[src/rtl/tdr_scan_pkg.sv]
// rtl/tdr_scan_pkg.sv - shared constants, strobe decode type and CRC step for the TDR scan chain
package tdr_scan_pkg;

    localparam int unsigned     CRC_MAX_W     = 32;
    localparam logic [7:0]      DEF_CRC_POLY  = 8'h07;
    localparam logic [15:0]     DEF_LFSR_SEED = 16'hACE1;
    // Fibonacci taps x^16+x^14+x^13+x^11+1 seen from a right-shifting register
    localparam logic [15:0]     LFSR_TAP_MASK = 16'h002D;

    typedef enum logic [1:0] {
        ACT_IDLE,
        ACT_CAPTURE,
        ACT_SHIFT,
        ACT_UPDATE
    } scan_act_e;

    // One MSB-first CRC step; crc and poly are left-aligned in CRC_MAX_W bits
    function automatic logic [CRC_MAX_W-1:0] crc_step(
        input logic [CRC_MAX_W-1:0] crc,
        input logic                 din_bit,
        input logic [CRC_MAX_W-1:0] poly
    );
        logic fb;
        fb = crc[CRC_MAX_W-1] ^ din_bit;
        return {crc[CRC_MAX_W-2:0], 1'b0} ^ (fb ? poly : '0);
    endfunction

endpackage

[src/rtl/tdr_keystream_lfsr.sv]
// rtl/tdr_keystream_lfsr.sv - 16-bit Fibonacci keystream LFSR for the TDI descrambler
module tdr_keystream_lfsr
    import tdr_scan_pkg::*;
#(
    parameter logic [15:0] SEED = DEF_LFSR_SEED
) (
    input  logic tck,
    input  logic reset_n,
    input  logic reseed,
    input  logic advance,
    output logic ks
);

    logic [15:0] lfsr_q;
    logic [15:0] lfsr_d;

    always_comb begin
        lfsr_d = lfsr_q;
        if (reseed) begin
            lfsr_d = SEED;
        end else if (advance) begin
            lfsr_d = {^(lfsr_q & LFSR_TAP_MASK), lfsr_q[15:1]};
        end
    end

    always_ff @(posedge tck or negedge reset_n) begin
        if (!reset_n) begin
            lfsr_q <= SEED;
        end else begin
            lfsr_q <= lfsr_d;
        end
    end

    assign ks = lfsr_q[0];

endmodule

[src/rtl/tdr_scan_chain_crc.sv]
// rtl/tdr_scan_chain_crc.sv - IEEE 1838 serial TDR with CRC-checked update
// Optional TDI keystream descrambler enabled by macro SCAN_DESCRAMBLE_EN.
module tdr_scan_chain_crc
    import tdr_scan_pkg::*;
#(
    parameter int unsigned       WIDTH     = 128,
    parameter int unsigned       CRC_W     = 8,
    parameter logic [CRC_W-1:0]  CRC_POLY  = CRC_W'(DEF_CRC_POLY),
    parameter logic [15:0]       LFSR_SEED = DEF_LFSR_SEED
) (
    input  logic             tck,
    input  logic             reset_n,
    input  logic             TDI,
    input  logic             shift_en,
    input  logic             capture_en,
    input  logic             update_en,
    input  logic [WIDTH-1:0] capture_data,
    output logic [WIDTH-1:0] update_data,
    output logic             update_valid,
    output logic             crc_ok,
    output logic             crc_err,
    output logic             TDO
);

    localparam int unsigned          FRAME_W     = WIDTH + CRC_W;
    localparam int unsigned          CNT_W       = $clog2(FRAME_W + 1);
    localparam logic [CNT_W-1:0]     CNT_FULL    = CNT_W'(FRAME_W);
    localparam logic [CNT_W-1:0]     CNT_PAYLOAD = CNT_W'(WIDTH);
    localparam logic [CRC_MAX_W-1:0] POLY_AL     = CRC_MAX_W'(CRC_POLY) << (CRC_MAX_W - CRC_W);

    if (LFSR_SEED == 16'h0 || CRC_W < 2 || CRC_W > CRC_MAX_W || WIDTH < 1) begin : g_bad_param
        $error("tdr_scan_chain_crc: unsupported parameter set");
    end

    logic [FRAME_W-1:0] sr_q, sr_d;
    logic [CNT_W-1:0]   cnt_q, cnt_d;
    logic [CRC_W-1:0]   crc_q, crc_d;
    logic [WIDTH-1:0]   upd_data_q, upd_data_d;
    logic               upd_valid_q, upd_valid_d;
    logic               crc_ok_q, crc_ok_d;
    logic               crc_err_q, crc_err_d;

    scan_act_e          act;
    logic               din;
    logic [CRC_MAX_W-1:0] crc_al;
    logic [CRC_W-1:0]   crc_adv;
    logic               unused_crc_al;

    // Capture beats shift beats update; losing strobes are dropped for the cycle
    always_comb begin
        act = ACT_IDLE;
        if (capture_en) begin
            act = ACT_CAPTURE;
        end else if (shift_en) begin
            act = ACT_SHIFT;
        end else if (update_en) begin
            act = ACT_UPDATE;
        end
    end

`ifdef SCAN_DESCRAMBLE_EN
    logic ks;

    tdr_keystream_lfsr #(
        .SEED (LFSR_SEED)
    ) u_keystream (
        .tck     (tck),
        .reset_n (reset_n),
        .reseed  (act == ACT_CAPTURE),
        .advance (act == ACT_SHIFT),
        .ks      (ks)
    );

    assign din = TDI ^ ks;
`else
    assign din = TDI;
`endif

    always_comb begin
        crc_al  = crc_step(CRC_MAX_W'(crc_q) << (CRC_MAX_W - CRC_W), din, POLY_AL);
        crc_adv = crc_al[CRC_MAX_W-1 -: CRC_W];
    end

    assign unused_crc_al = ^crc_al;

    always_comb begin
        sr_d        = sr_q;
        cnt_d       = cnt_q;
        crc_d       = crc_q;
        upd_data_d  = upd_data_q;
        upd_valid_d = 1'b0;
        crc_ok_d    = crc_ok_q;
        crc_err_d   = crc_err_q;
        unique case (act)
            ACT_CAPTURE: begin
                sr_d      = {capture_data, {CRC_W{1'b0}}};
                cnt_d     = '0;
                crc_d     = '0;
                crc_err_d = 1'b0;
            end
            ACT_SHIFT: begin
                sr_d = {sr_q[FRAME_W-2:0], din};
                if (cnt_q != CNT_FULL) begin
                    cnt_d = cnt_q + 1'b1;
                end
                // Only payload bits feed the CRC; trailing bits are the received CRC
                if (cnt_q < CNT_PAYLOAD) begin
                    crc_d = crc_adv;
                end
            end
            ACT_UPDATE: begin
                if (cnt_q == CNT_FULL && crc_q == sr_q[CRC_W-1:0]) begin
                    upd_data_d  = sr_q[FRAME_W-1:CRC_W];
                    upd_valid_d = 1'b1;
                    crc_ok_d    = 1'b1;
                end else begin
                    crc_ok_d  = 1'b0;
                    crc_err_d = 1'b1;
                end
            end
            default: begin
            end
        endcase
    end

    always_ff @(posedge tck or negedge reset_n) begin
        if (!reset_n) begin
            sr_q        <= '0;
            cnt_q       <= '0;
            crc_q       <= '0;
            upd_data_q  <= '0;
            upd_valid_q <= 1'b0;
            crc_ok_q    <= 1'b0;
            crc_err_q   <= 1'b0;
        end else begin
            sr_q        <= sr_d;
            cnt_q       <= cnt_d;
            crc_q       <= crc_d;
            upd_data_q  <= upd_data_d;
            upd_valid_q <= upd_valid_d;
            crc_ok_q    <= crc_ok_d;
            crc_err_q   <= crc_err_d;
        end
    end

    assign TDO          = sr_q[FRAME_W-1];
    assign update_data  = upd_data_q;
    assign update_valid = upd_valid_q;
    assign crc_ok       = crc_ok_q;
    assign crc_err      = crc_err_q;

endmodule

[config.mk]
export PLATFORM = sky130hd
export DESIGN_NAME = tdr_scan_chain_crc
export DESIGN_NICKNAME = d
export VERILOG_FILES = /design/src/rtl/tdr_scan_pkg.sv /design/src/rtl/tdr_keystream_lfsr.sv /design/src/rtl/tdr_scan_chain_crc.sv
export SDC_FILE = /design/constraint.sdc
export NUM_CORES = 1
export LEC_CHECK = 0
export BUFFER_PORTS_ARGS = -buffer_cell sky130_fd_sc_hd__clkbuf_2
export CAP_MARGIN = 20
export CORE_ASPECT_RATIO = 0.75
export CORE_MARGIN = 4
export CORE_UTILIZATION = 45
export CTS_BUF_LIST = sky130_fd_sc_hd__clkbuf_8
export DETAILED_ROUTE_END_ITERATION = 16
export GPL_TIMING_DRIVEN = 0
export PLACE_DENSITY = 0.65
export SYNTH_ARGS = -nofsm -noshare
export SYNTH_HDL_FRONTEND = slang
export SYNTH_HIERARCHICAL = 1
export SYNTH_SLANG_ARGS = --single-unit
[constraint.sdc]
create_clock -name tck -period 3.3 [get_ports tck]
set_input_delay 0.66 -clock tck [delete_from_list [all_inputs] [get_ports tck]]
set_output_delay 0.66 -clock tck [all_outputs]
set_load 0.05 [all_outputs]
==> results of run 1 <==
-- power by group through the flow --
stage | clock (mW) | sequential, mW | combinational (mW)
2_1_floorplan | 0 | 4.05 | 0.491
3_3_place_gp | 0 | 4.10 | 0.788
3_5_place_dp | 0 | 4.12 | 0.821
4_1_cts | 3.18 | 4.06 | 0.823
5_1_grt | 3.34 | 4.11 | 0.925
6_report | 3.07 | 4.06 | 0.804
-- flip-flops by register name (all words and copies together) (netlist names) --
name          flops
update_data     128
crc_q             8
crc_err           1
crc_ok            1
cnt_q             8
sr_q            136
update_valid      1
-- final cells by class --
cell class	instances	share of cell area (%)
inverters	9	0.222
well taps	351	2.88
clock inverters	19	0.575
multi-input cells	609	32.3
repair buffers	267	9.13
clock buffers	62	5.60
flip-flops and latches	283	46.5
plain buffers	60	2.79
-- worst max-delay path by stage --
stage,start,endpoint,cells after the start
finish,shift_en,sr_q[56],9
CTS,shift_en,sr_q[82],9
global route,shift_en,sr_q[85],9
detailed placement,shift_en,sr_q[83],9
global placement,reset_n,sr_q[100],1
floorplan,shift_en,crc_q[0],8
-- cells in the final DEF, fill, tap and decap left out, types with 2 or more instances in the layout --
cell / netlist / final
sky130_fd_sc_hd__buf_1: 4 / 4
sky130_fd_sc_hd__buf_6: 2 / 2
sky130_fd_sc_hd__and3_1: 6 / 6
sky130_fd_sc_hd__a21oi_1: 4 / 4
sky130_fd_sc_hd__and2_1: 2 / 2
sky130_fd_sc_hd__o21ai_0: 138 / 138
sky130_fd_sc_hd__inv_1: 8 / 18
sky130_fd_sc_hd__clkinvlp_4: 0 / 2
sky130_fd_sc_hd__buf_16: 0 / 2
sky130_fd_sc_hd__nor4_4: 2 / 2
sky130_fd_sc_hd__a22o_1: 8 / 8
sky130_fd_sc_hd__o22ai_1: 3 / 3
sky130_fd_sc_hd__nand3_1: 5 / 5
sky130_fd_sc_hd__mux2i_1: 131 / 131
sky130_fd_sc_hd__xor2_1: 13 / 13
sky130_fd_sc_hd__clkbuf_2: 0 / 264
sky130_fd_sc_hd__clkinv_2: 0 / 7
sky130_fd_sc_hd__buf_12: 10 / 10
sky130_fd_sc_hd__nand2_1: 152 / 152
sky130_fd_sc_hd__buf_2: 9 / 9
sky130_fd_sc_hd__dfrtp_1: 283 / 283
sky130_fd_sc_hd__nor2_1: 4 / 4
sky130_fd_sc_hd__nor2b_1: 2 / 2
sky130_fd_sc_hd__clkbuf_8: 0 / 63
sky130_fd_sc_hd__ha_1: 5 / 5
sky130_fd_sc_hd__mux2_2: 19 / 19
sky130_fd_sc_hd__mux2_4: 109 / 109
sky130_fd_sc_hd__clkbuf_1: 34 / 34
-- worst max-delay path: stages --
cell                       delay [ns]
sky130_fd_sc_hd__clkbuf_2        0.09
sky130_fd_sc_hd__inv_1           0.03
sky130_fd_sc_hd__a21oi_1         0.26
sky130_fd_sc_hd__ha_1            0.20
sky130_fd_sc_hd__clkbuf_1        0.49
sky130_fd_sc_hd__clkbuf_1        0.65
sky130_fd_sc_hd__clkbuf_1        0.46
sky130_fd_sc_hd__nand2_1         0.11
sky130_fd_sc_hd__o21ai_0         0.09
-- layer usage --
layer | vias up | part of all wire, %
met2 | 215 | 43
met4 | 2 | 1.9
met1 | 4128 | 48
met3 | 50 | 6.7
li1 | 3974 | -
met5 | - | 0.027
-- cell families (layout without fill, tap and decap cells) --
kind of cell / Yosys count / in the layout / synth area share, %
simple gates: 175 / 175 / 6.02
xor+xnor: 13 / 13 / 0.914
compound gates: 157 / 157 / 6.67
flops: 283 / 283 / 56.8
fa+ha+maj: 5 / 5 / 0.502
mux: 259 / 259 / 25.4
buf+inv: 69 / 417 / 3.69
-- stage by stage --
stage                     setup TNS (ns)  setup WS [ns]
after detailed placement               0         0.0434
after global routing                   0          0.452
final                                  0          0.697
after global placement          -1278.82          -4.55
after CTS                              0          0.632
after floorplan                        0           1.04
==> summary.json, run 1 <==
{
  "outcome": "complete, no violations",
  "clock-sinks": 283,
  "fraction_of_layout_instances_using_a_drive_strength_above_1_pct": 37.7,
  "final-seq-area_mm2": 0.00708,
  "pin_count": 266,
  "timing.final.max_slew_violations": 0,
  "timing.reg2reg.setup_slack_ns": 1.21,
  "synth_top_flop_cell": "sky130_fd_sc_hd__dfrtp_1",
  "grtUsageMet2_pct": 28.2,
  "drv_cap": 0,
  "synth_cell_types": 31,
  "area_growth_syn_to_layout_pct": 22.2,
  "first_iter_violations": 461,
  "grt-busiest-layer": "met2",
  "clk_pin_slew_ns": 0.06,
  "synth_edf_count": 0,
  "synth.yosys.warnings": 6,
  "p_int_mw": 5.79,
  "antenna_violations_before_repair": 1,
  "power.static_leakage_nw": 7.93,
  "endpoint_kind": "flop",
  "syn_std_cell_area_mm2": 0.0125,
  "finalNetCount": 1415,
  "drt-pass1-iter-count": 4,
  "ir_worst_vdd_uv": 416,
  "power.net_switching_mw": 2.14,
  "synth_top_cell_by_area": "sky130_fd_sc_hd__dfrtp_1",
  "cts-root-buf": "sky130_fd_sc_hd__clkbuf_8",
  "htreeDepth": 2,
  "number_of_antenna_diodes": 0,
  "drt-total-wl_um": 29500,
  "synth.cells.most_frequent": "sky130_fd_sc_hd__dfrtp_1 (283), sky130_fd_sc_hd__nand2_1 (152), sky130_fd_sc_hd__o21ai_0 (138)",
  "slew_headroom_pct": 44.9,
  "hold_buffers": 0,
  "clock_tree.buffer_depth": 3,
  "critPathKind": "in2reg",
  "clock-skew-final_ns": 0.0168,
  "syn-num-nets": 1100,
  "worst_ep_arrival_time_ns": 3.07,
  "cts_made_buffers": 46,
  "synthCells": 961,
  "stdcell_count": 1660,
  "critPathLaunchType": "input port",
  "synth.yosys.seq_area_share_pct": 56.8,
  "buffer_ports.inserted": 265,
  "period_minus_slack_ns": 2.60,
  "gpl.final_weighted_congestion": 0.766,
  "core_region_area_mm2": 0.0271,
  "drt_drc_violations_left": 0,
  "yosysTopAreaCellShare_pct": 56.8,
  "vias": 8369,
  "r2r_end": "update_data[53]",
  "synth.most_common_cell": "sky130_fd_sc_hd__dfrtp_1",
  "grt-ovfl-total": 0,
  "total_power_mw": 7.93,
  "first_global_vias": 8922,
  "worstHoldPathType": "in2async",
  "largest_net_degree_at_the_start_of_global_routing": 105,
  "clock.fmax_mhz": 384,
  "ff2ff_path_depth": 8,
  "post-route-util_pct": 56.1,
  "power.share.sequential_pct": 51.2,
  "die_boundary_height_um": 152,
  "grt_first_pass_wirelength_um": 48200,
  "power_per_cell_area_mw_per_mm2": 521,
  "combinationalPowerShare_pct": 10.1,
  "synthesized_area_divided_by_synthesized_cell_count_um2": 13.0,
  "total_routing_usage_gr_pct": 19.2,
  "clkLatencyLatePin_ns": 0.55,
  "power.share.switching_pct": 27.0,
  "async_flop_share_pct": 100,
  "standard_cell_row_count": 52,
  "cts-resized-gates": 0,
  "ys_seq_elements": 283,
  "setup_viol_count_final": 0,
  "multi_input_comb_area_mm2": 0.00492,
  "detailed_place.area_mm2": 0.0143,
  "timing.hold.ws_ns": 0.134,
  "die_x_um": 200,
  "layout.filler_cells": 2307,
  "final_antenna_net_count": 0,
  "grt_use_met3_pct": 5.95,
  "finalHoldViolCount": 0,
  "ys_top_cells_by_area": "sky130_fd_sc_hd__dfrtp_1 (57%), sky130_fd_sc_hd__mux2_4 (13%), sky130_fd_sc_hd__mux2i_1 (11%), sky130_fd_sc_hd__o21ai_0 (5.5%), sky130_fd_sc_hd__nand2_1 (4.6%)",
  "drt-vias-per-instance": 5.04,
  "start_util_pct": 45.9,
  "worst-endpoint-required_ns": 3.76,
  "design_area_mm2": 0.0152,
  "critical_path.reg2reg.startpoint": "cnt_q[0]",
  "total_instance_count_after_detailed_placement": 1579,
  "grt_util_met1_pct": 27.9,
  "floorplan.die_area_mm2": 0.0304,
  "finalCritPeriodShare_pct": 78.9,
  "power_frac_clock_pct": 38.7,
  "dp.final_hpwl_um": 20800,
  "critPathMaxFanout": 10,
  "worst_pin_slew_ns": 0.827,
  "cts_setup_buffers": 0,
  "wl_per_cell_um": 17.8,
  "tritoncts": "built",
  "rsz0062_at_grt": "no"
}
Power figures use the tool's default switching activity.
==> inputs of run 2 (changes only) <==
clock period = 2.6 ns   (was 3.3 ns; I/O delays follow)
==> run 2 against run 1 <==
  * Power is 27% higher
  * Combinational power is 27% higher
  * Final cell count hardly changed
  * Sequential share of layout area hardly changed
  * Die area stayed put
  * Cell area hardly changed
  * Global-route usage hardly changed
  * Sequential power is 27% higher
  * Register-to-register slack worse by 0.70 ns
  * Largest power group unchanged
  * Highest routed layer unchanged
==> summary.json, run 2 (synthesis results as in run 1) <==
{
  "critPathMaxFanout": 10,
  "wl_per_cell_um": 17.8,
  "gpl.final_weighted_congestion": 0.766,
  "timing.critical_path.max_delay_family": "buffers and inverters",
  "cts_made_buffers": 46,
  "clock-sinks": 283,
  "vias": 8396,
  "area_growth_syn_to_layout_pct": 22.3,
  "pin_count": 266,
  "power_per_cell_area_mw_per_mm2": 660,
  "die_boundary_height_um": 152,
  "highest_count_cells_in_the_layout_ignoring_fill_and_taps": "sky130_fd_sc_hd__dfrtp_1 (283), sky130_fd_sc_hd__clkbuf_2 (265), sky130_fd_sc_hd__nand2_1 (152)",
  "endpoint_kind": "flop",
  "regMostFlops": "sr_q",
  "rsz0062_at_grt": "no",
  "period_minus_slack_ns": 2.38,
  "worst_ep_arrival_time_ns": 2.81,
  "dp.final_hpwl_um": 20800,
  "layout.filler_cells": 2308,
  "ir_worst_vdd_uv": 534,
  "fin_setup_tns_ns": 0,
  "grt_first_pass_wirelength_um": 48200,
  "finalHoldViolCount": 0,
  "number_of_antenna_diodes": 0,
  "final_antenna_net_count": 0,
  "total_instance_count_after_detailed_placement": 1579,
  "total_routing_usage_gr_pct": 19.2,
  "drv_cap": 0,
  "total_power_mw": 10.1,
  "critPathKind": "in2reg",
  "clock-skew-final_ns": 0.0163,
  "cell_with_the_biggest_individual_delay_on_the_critical_path": "sky130_fd_sc_hd__clkbuf_1",
  "number_of_flip_flops_in_the_largest_register": 136,
  "htreeDepth": 2,
  "buffer_ports.inserted": 265,
  "worst-path-buf-inv": 5,
  "drt-total-wl_um": 29600,
  "floorplan.die_area_mm2": 0.0304,
  "clock_tree.buffer_depth": 3,
  "clock.fmax_mhz": 420,
  "mostFrequentLayoutCell": "sky130_fd_sc_hd__dfrtp_1",
  "slew_headroom_pct": 44.8,
  "standard_cell_row_count": 52,
  "post-route-util_pct": 56.2,
  "drt-pass1-iter-count": 4,
  "finalNetCount": 1416,
  "finalCritPeriodShare_pct": 91.7,
  "design_area_mm2": 0.0152,
  "start_util_pct": 45.9,
  "largest_net_degree_at_the_start_of_global_routing": 105,
  "path_cells": "clkbuf_2, inv_1, a21oi_1, ha_1, buf_2, clkbuf_1, clkbuf_1, nand3_1, mux2i_1",
  "fraction_of_layout_instances_using_a_drive_strength_above_1_pct": 37.7,
  "drt_drc_violations_left": 0,
  "tritoncts": "built",
  "critPathLaunchType": "input port",
  "worstHoldPathType": "in2reg",
  "worst_path_most_repeated_cell": "sky130_fd_sc_hd__clkbuf_1",
  "first_iter_violations": 451,
  "setup_viol_count_final": 0,
  "clk_pin_slew_ns": 0.06,
  "die_x_um": 200,
  "detailed_place.area_mm2": 0.0143,
  "drt-vias-per-instance": 5.05,
  "grt-ovfl-total": 0,
  "worst-endpoint-required_ns": 3.03,
  "timing.final.max_slew_violations": 0,
  "core_region_area_mm2": 0.0271,
  "clkLatencyLatePin_ns": 0.55,
  "cts-root-buf": "sky130_fd_sc_hd__clkbuf_8",
  "slowest_cell_delay_on_critical_path_ns": 0.61,
  "power.static_leakage_nw": 7.94,
  "outcome": "complete, no violations",
  "antenna_violations_before_repair": 1,
  "first_global_vias": 8921,
  "worst_pin_slew_ns": 0.828,
  "stdcell_count": 1661
}
-- run 2: changes by cell type in the layout (fill, tap and decap cells not counted) --
cell                            delta
sky130_fd_sc_hd__clkbuf_2          +1
sky130_fd_sc_hd__dlygate4sd3_1     +1
sky130_fd_sc_hd__clkbuf_1          -1
-- run 2: metrics by stage --
| stage | hold WS (ns) | worst slack (ns) |
|---|---|---|
| 3_3_place_gp | 0.486 | -5.11 |
| 3_5_place_dp | 0.492 | -0.517 |
| 4_1_cts | 0.203 | 0.0717 |
| 2_1_floorplan | 0.224 | 0.477 |
| 6_report | 0.249 | 0.216 |
| 5_1_grt | 0.218 | 0.0351 |
-- run 2: routing by layer --
metal | GRT usage [%] | routed length [um] | vias to the layer above
met5 | 0 | 8 | -
met4 | 4.91 | 565 | 2
met3 | 5.95 | 2030 | 50
met2 | 28.2 | 12800 | 228
met1 | 27.9 | 14200 | 4141
li1 | - | - | 3975
-- run 2: area by class of cell --
class,count,area (um2),area share (%)
buffer,60,427,2.80
clock buffer,62,853,5.60
clock inverter,19,87.6,0.575
inverter,9,33.8,0.222
multi-input combinational,609,4920,32.3
sequential,283,7080,46.5
tap,351,439,2.88
timing repair buffer,268,1400,9.19
-- run 2: final timing paths --
path	startpoint	slack, ns	cells after the start	end
max	shift_en	0.22	9	cnt_q[4]
min	TDI	0.25	3	sr_q[0]
max reg2reg	cnt_q[0]	0.51	8	update_data[53]
min reg2reg	update_data[17]	0.51	1	update_data[17]
max in group asynchronous	reset_n	1.03	3	update_data[75]
min in group asynchronous	reset_n	0.57	2	sr_q[35]
-- run 2: timing repair --
item / CTS / global route
gates resized for setup: 0 / 2
buffers inserted: 0 / 0
setup endpoints to repair: 0 / 61
hold buffers: 1 / 0
endpoints found under the hold margin: 20 / 0
-- run 2: worst min-delay path, cell delays in order --
cell	delay, ns
sky130_fd_sc_hd__clkbuf_2	0.10
sky130_fd_sc_hd__nand2_1	0.06
sky130_fd_sc_hd__o21ai_0	0.07
-- run 2: power breakdown --
group / total, mW / internal (mW) / leakage (nW) / switching, mW
Sequential: 5.15 / 4.81 / 3.72 / 0.337
Clock: 3.89 / 2.12 / 0.527 / 1.77
Combinational: 1.02 / 0.410 / 3.69 / 0.613
Total: 10.1 / 7.35 / 7.94 / 2.72
